`src/rtl/reg_dump_ctrl.sv`:
```
// reg_dump_ctrl: walks regfile addresses through one read port and streams each word out over valid/ready.
module reg_dump_ctrl #(
  parameter int NUM_REGS  = 32,
  parameter int ADDR_W    = 5,
  parameter int DATA_W    = 32,
  parameter int SKIP_ZERO = 0
) (
  input  logic              clk,
  input  logic              rst_n,
  input  logic              start,
  input  logic              abort,
  output logic [ADDR_W-1:0] rd_addr_w,
  input  logic [DATA_W-1:0] rd_data_r,
  output logic              out_valid,
  input  logic              out_ready,
  output logic [DATA_W-1:0] out_data,
  output logic [ADDR_W-1:0] out_index,
  output logic              out_last,
  output logic              busy,
  output logic              done
);
  localparam logic [ADDR_W-1:0] FIRST = ADDR_W'(SKIP_ZERO != 0);
  localparam logic [ADDR_W-1:0] LAST  = ADDR_W'(NUM_REGS - 1);
  typedef enum logic {IDLE, SEND} state_t;
  state_t              state_q, state_d;
  logic [ADDR_W-1:0]   ptr_q, ptr_d, index_q, index_d;
  logic [DATA_W-1:0]   data_q, data_d;
  logic                done_q, done_d;
  logic                accept, capture, finish;
  always_comb begin
    accept  = state_q == SEND && out_ready;
    capture = !abort && (state_q == IDLE ? start : accept && index_q != LAST);
    finish  = !abort && accept && index_q == LAST;
    state_d = abort || finish ? IDLE : capture ? SEND : state_q;
    // pointer saturates on the last register so the port never shows a wrapped address
    ptr_d   = abort || finish ? FIRST : capture ? (ptr_q == LAST ? ptr_q : ptr_q + ADDR_W'(1)) : ptr_q;
    data_d  = capture ? rd_data_r : data_q;
    index_d = capture ? ptr_q : index_q;
    done_d  = finish;
  end
  always_ff @(posedge clk or negedge rst_n) begin
    if (!rst_n) begin
      state_q <= IDLE;
      ptr_q   <= FIRST;
      data_q  <= '0;
      index_q <= '0;
      done_q  <= 1'b0;
    end else begin
      state_q <= state_d;
      ptr_q   <= ptr_d;
      data_q  <= data_d;
      index_q <= index_d;
      done_q  <= done_d;
    end
  end
  assign rd_addr_w = ptr_q;
  assign out_valid = state_q == SEND;
  assign busy      = state_q == SEND;
  assign out_data  = data_q;
  assign out_index = index_q;
  assign out_last  = out_valid && index_q == LAST;
  assign done      = done_q;
endmodule

```
`config.mk`:
```
export PLATFORM = sky130hd
export DESIGN_NAME = reg_dump_ctrl
export DESIGN_NICKNAME = d
export VERILOG_FILES = /design/src/rtl/reg_dump_ctrl.sv
export SDC_FILE = /design/constraint.sdc
export NUM_CORES = 1
export LEC_CHECK = 0
export ABC_AREA = 1
export CORE_AREA = 3 3 72 81
export DETAILED_ROUTE_END_ITERATION = 10
export DIE_AREA = 0 0 75 84
export GPL_ROUTABILITY_DRIVEN = 0
export GPL_TIMING_DRIVEN = 0
export HOLD_SLACK_MARGIN = 0.12
export PLACE_DENSITY = 0.82
export SKIP_LAST_GASP = 1
export SLEW_MARGIN = 30
export SYNTH_ARGS = -nofsm -noshare
export SYNTH_HDL_FRONTEND = slang
export SYNTH_SLANG_ARGS = --single-unit
```
`constraint.sdc`:
```
create_clock -name clk -period 1.4 [get_ports clk]
set_input_delay 0.28 -clock clk [delete_from_list [all_inputs] [get_ports clk]]
set_output_delay 0.28 -clock clk [all_outputs]
set_load 0.01 [all_outputs]
```
* Yosys cells after proc, flatten, opt, wreduce, memory -nomap -nowiden *
Cells that the tools add are included.

cells by class
  add/sub/neg operators = 1
  equality and inequality tests = 4
  muxes and demuxes = 6
  reduce and logical (&&, ||, !) cells = 10

operators with widths
  kind                   count
  $mux W5                3
  $eq A5 B5 Y1 const B   2
  $logic_and A1 B1 Y1    6
  $add A5 B1 Y5 const B  1
  $ne A5 B5 Y1 const B   1
  $mux W1                3
  $ne A2 B2 Y1 const B   1
  $reduce_and A2 Y1      1
  $reduce_bool A2 Y1     1
  $logic_not A1 Y1       1
  $logic_or A1 B1 Y1     1

storage, ports and cells
  bits in registers = 44
  input bits = 37
  output and inout port bits = 46
  word-level logic and storage cells = 26

* Depth between registers and ports, before layout *
  depth after elaboration = 6
  gate-level depth with buffers = 9
  depth with buffers taken out = 9

* Worst setup path before layout *
OpenSTA, ideal clock, no wires.

  path type = flip-flop to flip-flop
  start = reg ptr_q[0], in the netlist rd_addr_w[0]
  end = reg ptr_q[0], in the netlist rd_addr_w[0]
  library setup time = 72 ps
  arrival = 1266 ps
  required time = 1328 ps
  slack = 63 ps
  stages on the path, launching flop included = 10
  path buffers = 0
  period minus slack after synthesis = 1337 ps
  path through = dfrtp_1 -> ha_1 -> nand2_1 -> nor2_1 -> ha_1 -> inv_1 -> nand2_2 -> nand2_1 -> nand2_1 -> nor2_1

on the way
  word-level cells in the longest chain between the ends = 4
  elaborated cells between the ends (all ways) = 7
  those cells by class = add/sub (1); eq/ne (2); mux (3); reduce/logical (1)

RTL lines
  item                    RTL line  source
  from (decl)             26        logic [ADDR_W-1:0] ptr_q, ptr_d, index_q, index_d;
  from (signal assigned)  50        ptr_q <= ptr_d;
  $add A5 B1 Y5           36        ptr_d = abort || finish ? FIRST : capture ? (ptr_q == LAST ? ptr_q : ptr_q + ADDR_W'(1)) : ptr_q;
  $mux W5 (3 in series)   36

Several ways; a longest one is shown, not always the timed one. The select of a mux whose other input is x is not followed.
A chain may end at the register's enable or synchronous reset.

* Worst setup path after layout *
  start = reg state_q, in the netlist busy
  end = reg data_q[30], in the netlist out_data[30]

on the way
  word-level cells in the longest chain between the ends = 4

RTL lines
  item                    RTL line  source
  from (decl)             25        state_t state_q, state_d;
  from (signal assigned)  49        state_q <= state_d;
  $logic_and A1 B1 Y1     31        accept = state_q == SEND && out_ready;
  $logic_and A1 B1 Y1     32        capture = !abort && (state_q == IDLE ? start : accept && index_q != LAST);
  $mux W1 *               32
  $logic_and A1 B1 Y1 *   32
  to (signal assigned)    51        data_q <= data_d;
  to (decl)               27        logic [DATA_W-1:0] data_q, data_d;

Mark *: on every way between the ends. The rest lies on a longest branch, timed or not.

==> metrics.md <==
| Metric | Value |
|---|---|
| Run status | `finished clean` |
| Setup TNS Final | `0 ns` |
| Row count | `27` |
| DR vias | `1829` |
| Fin crit period | `roughly 1.4 ns` |
| Worst hold slack | `around 0.47 ns` |
| I/O Buffers | `82` |
| Sw frac | `0.3114` |
| Register area | `around 1100 um2` |
| Post-synthesis sequential area ratio | `0.5812` |
| Final antenna-violating net count | `0` |
| Peak Freq | `between 0.7 and 0.8 GHz` |
| Gr ovfl total | `0` |
| Pwr Density | `between 1000 and 1500 nW/um2` |
| DRT Wirelength | `~5.3 mm` |
| Fin util | `0.6102` |
| Die Width | `roughly 75 um` |
| Number of global-route vias before repair | `between 1500 and 2000` |
| Most frequent cells in the layout | `nand2_1 (76), dfrtp_1 (43), dlygate4sd2_1 (42)` |
| Setup crit start | `busy` |
| NetSw | `1.205 mW` |
| Boundary Pins | `just over 80` |
| Combinational share of power | `0.314` |
| Cts bufs inserted | `5` |
| Worst setup path class | `flop to flop` |
| First-pass iteration count of the detailed router | `4` |
| Slew HR | `0.6304` |
| Total track usage | `0.1666` |
| Syn Inst Count | `216` |
| Max-cap viol count | `0` |
| Final Max Slew Viols | `0` |
| Post-Syn Area | `~1900 um2` |
| Maximum clock path buffer count | `2` |
| Critical Path Fanout Max | `6` |
| Ant. Diodes | `0` |
| Setup-failing EPs final | `0` |
| Height of the die | `between 80 and 90 um` |
| P_leak | `about 1.6 nW` |
| CP max-delay cell | `dfrtp_1` |
| Setup crit end kind | `flop` |
| Fraction of layout cells with a size suffix above 1 | `0.1944` |
| Dpl hpwl | `about 3.5 mm` |
| Initial antenna violation count | `0` |
| Most common cell after layout, fill and taps aside | `nand2_1` |
| Internal | `between 2 and 3 mW` |
| Placed inst area | `2785 um2` |
| Slew at the pin with the worst max-slew slack | `~0.55 ns` |
| Hold Crit Start | `out_data[24]` |
| First-pass GRT wire length | `8.155 mm` |
| Area of the multi-input gates | `~760 um2` |
| Area of the core | `roughly 5000 um2` |
| RSZ-0062 raised after global routing | `true` |
| # nets final | `about 360` |
| Synth warn | `0` |
| Reg2reg start | `busy` |
| H-tree Lvls | `2` |
| FF+latch count, synth | `44` |
| Largest net degree at the start of global routing | `45` |
| Maximum vdd drop | `between 0.0006 and 0.0007 V` |
| Crit path DAT | `approximately 1.6 ns` |
| Starting Density | `0.3763` |
| Clock power frac | `0.254` |
| Crit start category | `flop` |
| Worst hold path class | `flop to flop` |
| Root buffer selected by CTS | `clkbuf_8` |
| Synth cell types | `19` |
| Worst path bufs/invs | `4` |
| Post-route cell area | `approximately 3000 um2` |
| Syn_nets | `about 260` |
| Period utilisation layout | `0.9947` |
| Crit-path max cell delay | `about 0.42 ns` |
| Mean Syn Cell Area | `8.770 um2` |
| Drt wl/cell | `~14 um` |
| Final hold violation count | `0` |
| Clock skew | `0.004819 ns` |
| DR iter-0 viols | `34` |
| FILL cells | `442` |
| CTS tree | `built` |
| Num Clock Sinks | `between 40 and 50` |
| Area grow syn2layout | `62.15%` |
| DR DRC count | `0` |
| Via density per instance | `4.851` |
| Clock Pin Slew Worst Setup and Hold Paths | `roughly 0.09 ns` |
| Family with the most delay on the worst path | `buffers and inverters` |
| Die ar. | `~6300 um2` |
| Part of the power in registers | `0.432` |
| Clock Latency Late Sink | `0.30 ns` |
| CP required | `about 1.6 ns` |
| Crit-path cells | `buf_6 -> nand2_2 -> inv_2 -> o21ai_2 -> nand2_2 -> buf_6 -> clkbuf_16 -> nand3_1 -> nand2_1` |
[cell usage after synthesis]
master	instances	area [um2]
a21oi_1	3	15.01
buf_1	3	11.26
buf_2	1	5.000
buf_4	5	37.54
buf_6	3	33.78
clkbuf_1	1	3.750
dfrtp_1	44	1101
ha_1	2	25.02
inv_1	8	30.03
nand2_1	85	319.1
nand2_2	3	18.77
nand3_1	43	215.2
nand4_1	1	6.260
nor2_1	7	26.28
nor3_1	1	5.000
o21ai_0	3	15.01
o21ai_2	1	8.760
xnor2_1	1	8.760
xor2_1	1	8.760
[cells by family (layout without fill, tap and decap cells)]
group,after synthesis,count (layout),synth area share
AOI/OAI and AO/OA,7,7,0.02047
and+or+nand+nor,140,140,0.3118
xor gates and xnor gates,2,2,0.009249
buffers and inverters,21,124,0.06407
adders and majority gates,2,2,0.01321
DFF,44,44,0.5812
[state kept, by name (all words and copies together), names as in the netlist]
| name | count |
|---|---|
| rd_addr_w | 5 |
| out_index | 5 |
| done | 1 |
| out_data | 32 |
| busy | 1 |
[power by group through the flow]
stage / registers (mW) / logic (mW) / clock network (mW)
after floorplan: 1.82 / 0.383 / 0
after global placement: 1.70 / 1.25 / 0
after detailed placement: 1.71 / 1.28 / 0
after CTS: 1.67 / 1.15 / 1.00
after global routing: 1.71 / 1.34 / 1.06
final: 1.67 / 1.22 / 0.982
[per-layer routing]
| layer | wire length (um) | part of all wire | GRT usage |
|---|---|---|---|
| met2 | 2656 | 0.50 | 0.2734 |
| met5 | 0 | 0 | 0 |
| met3 | 310 | 0.058 | 0.04819 |
| met4 | 75 | 0.014 | 0.04693 |
| met1 | 2278 | 0.43 | 0.2090 |
[area by class of cell]
type                       count  share of cell area
clock buffer                   5             0.02240
timing repair buffer          95              0.2859
clock inverter                 3             0.01385
tap                           58             0.02363
multi-input combinational    151              0.2468
buffer                        13             0.03870
sequential                    44              0.3589
inverter                       8            0.009776
[worst register-to-register path, stage by stage (launching register included)]
cell,delay (ns)
dfrtp_1,0.42
buf_6,0.13
nand2_2,0.06
inv_2,0.04
o21ai_2,0.06
nand2_2,0.13
buf_6,0.17
clkbuf_16,0.15
nand3_1,0.06
nand2_1,0.05
[metrics by stage]
step,setup WS [ns],cells,total power [mW]
2_1_floorplan,0.06258,216,2.207
3_3_place_gp,-1.125,356,2.953
3_5_place_dp,-0.3285,356,2.982
4_1_cts,-0.1483,373,3.819
5_1_grt,-0.05829,377,4.107
6_report,0.007467,377,3.871
[worst paths after layout]
kind | to | slack [ns] | cells after the start
max | out_data[30] | 0.007 | 9
min | out_data[24] | 0.47 | 2
max reg2reg | out_data[30] | 0.007 | 9
min reg2reg | out_data[24] | 0.47 | 2
max in group asynchronous | rd_addr_w[2] | 0.48 | 2
min in group asynchronous | out_index[1] | 0.52 | 2
[timing repair]
item / CTS / global route
gates cloned: 0 / 2
buffers inserted: 8 / 2
gates resized for setup: 61 / 32
setup endpoints to repair: 58 / 44
hold buffers: 1 / 0
pin swaps: 1 / 9
endpoints found under the hold margin: 44 / 0
(Power assumes the default switching activity.)
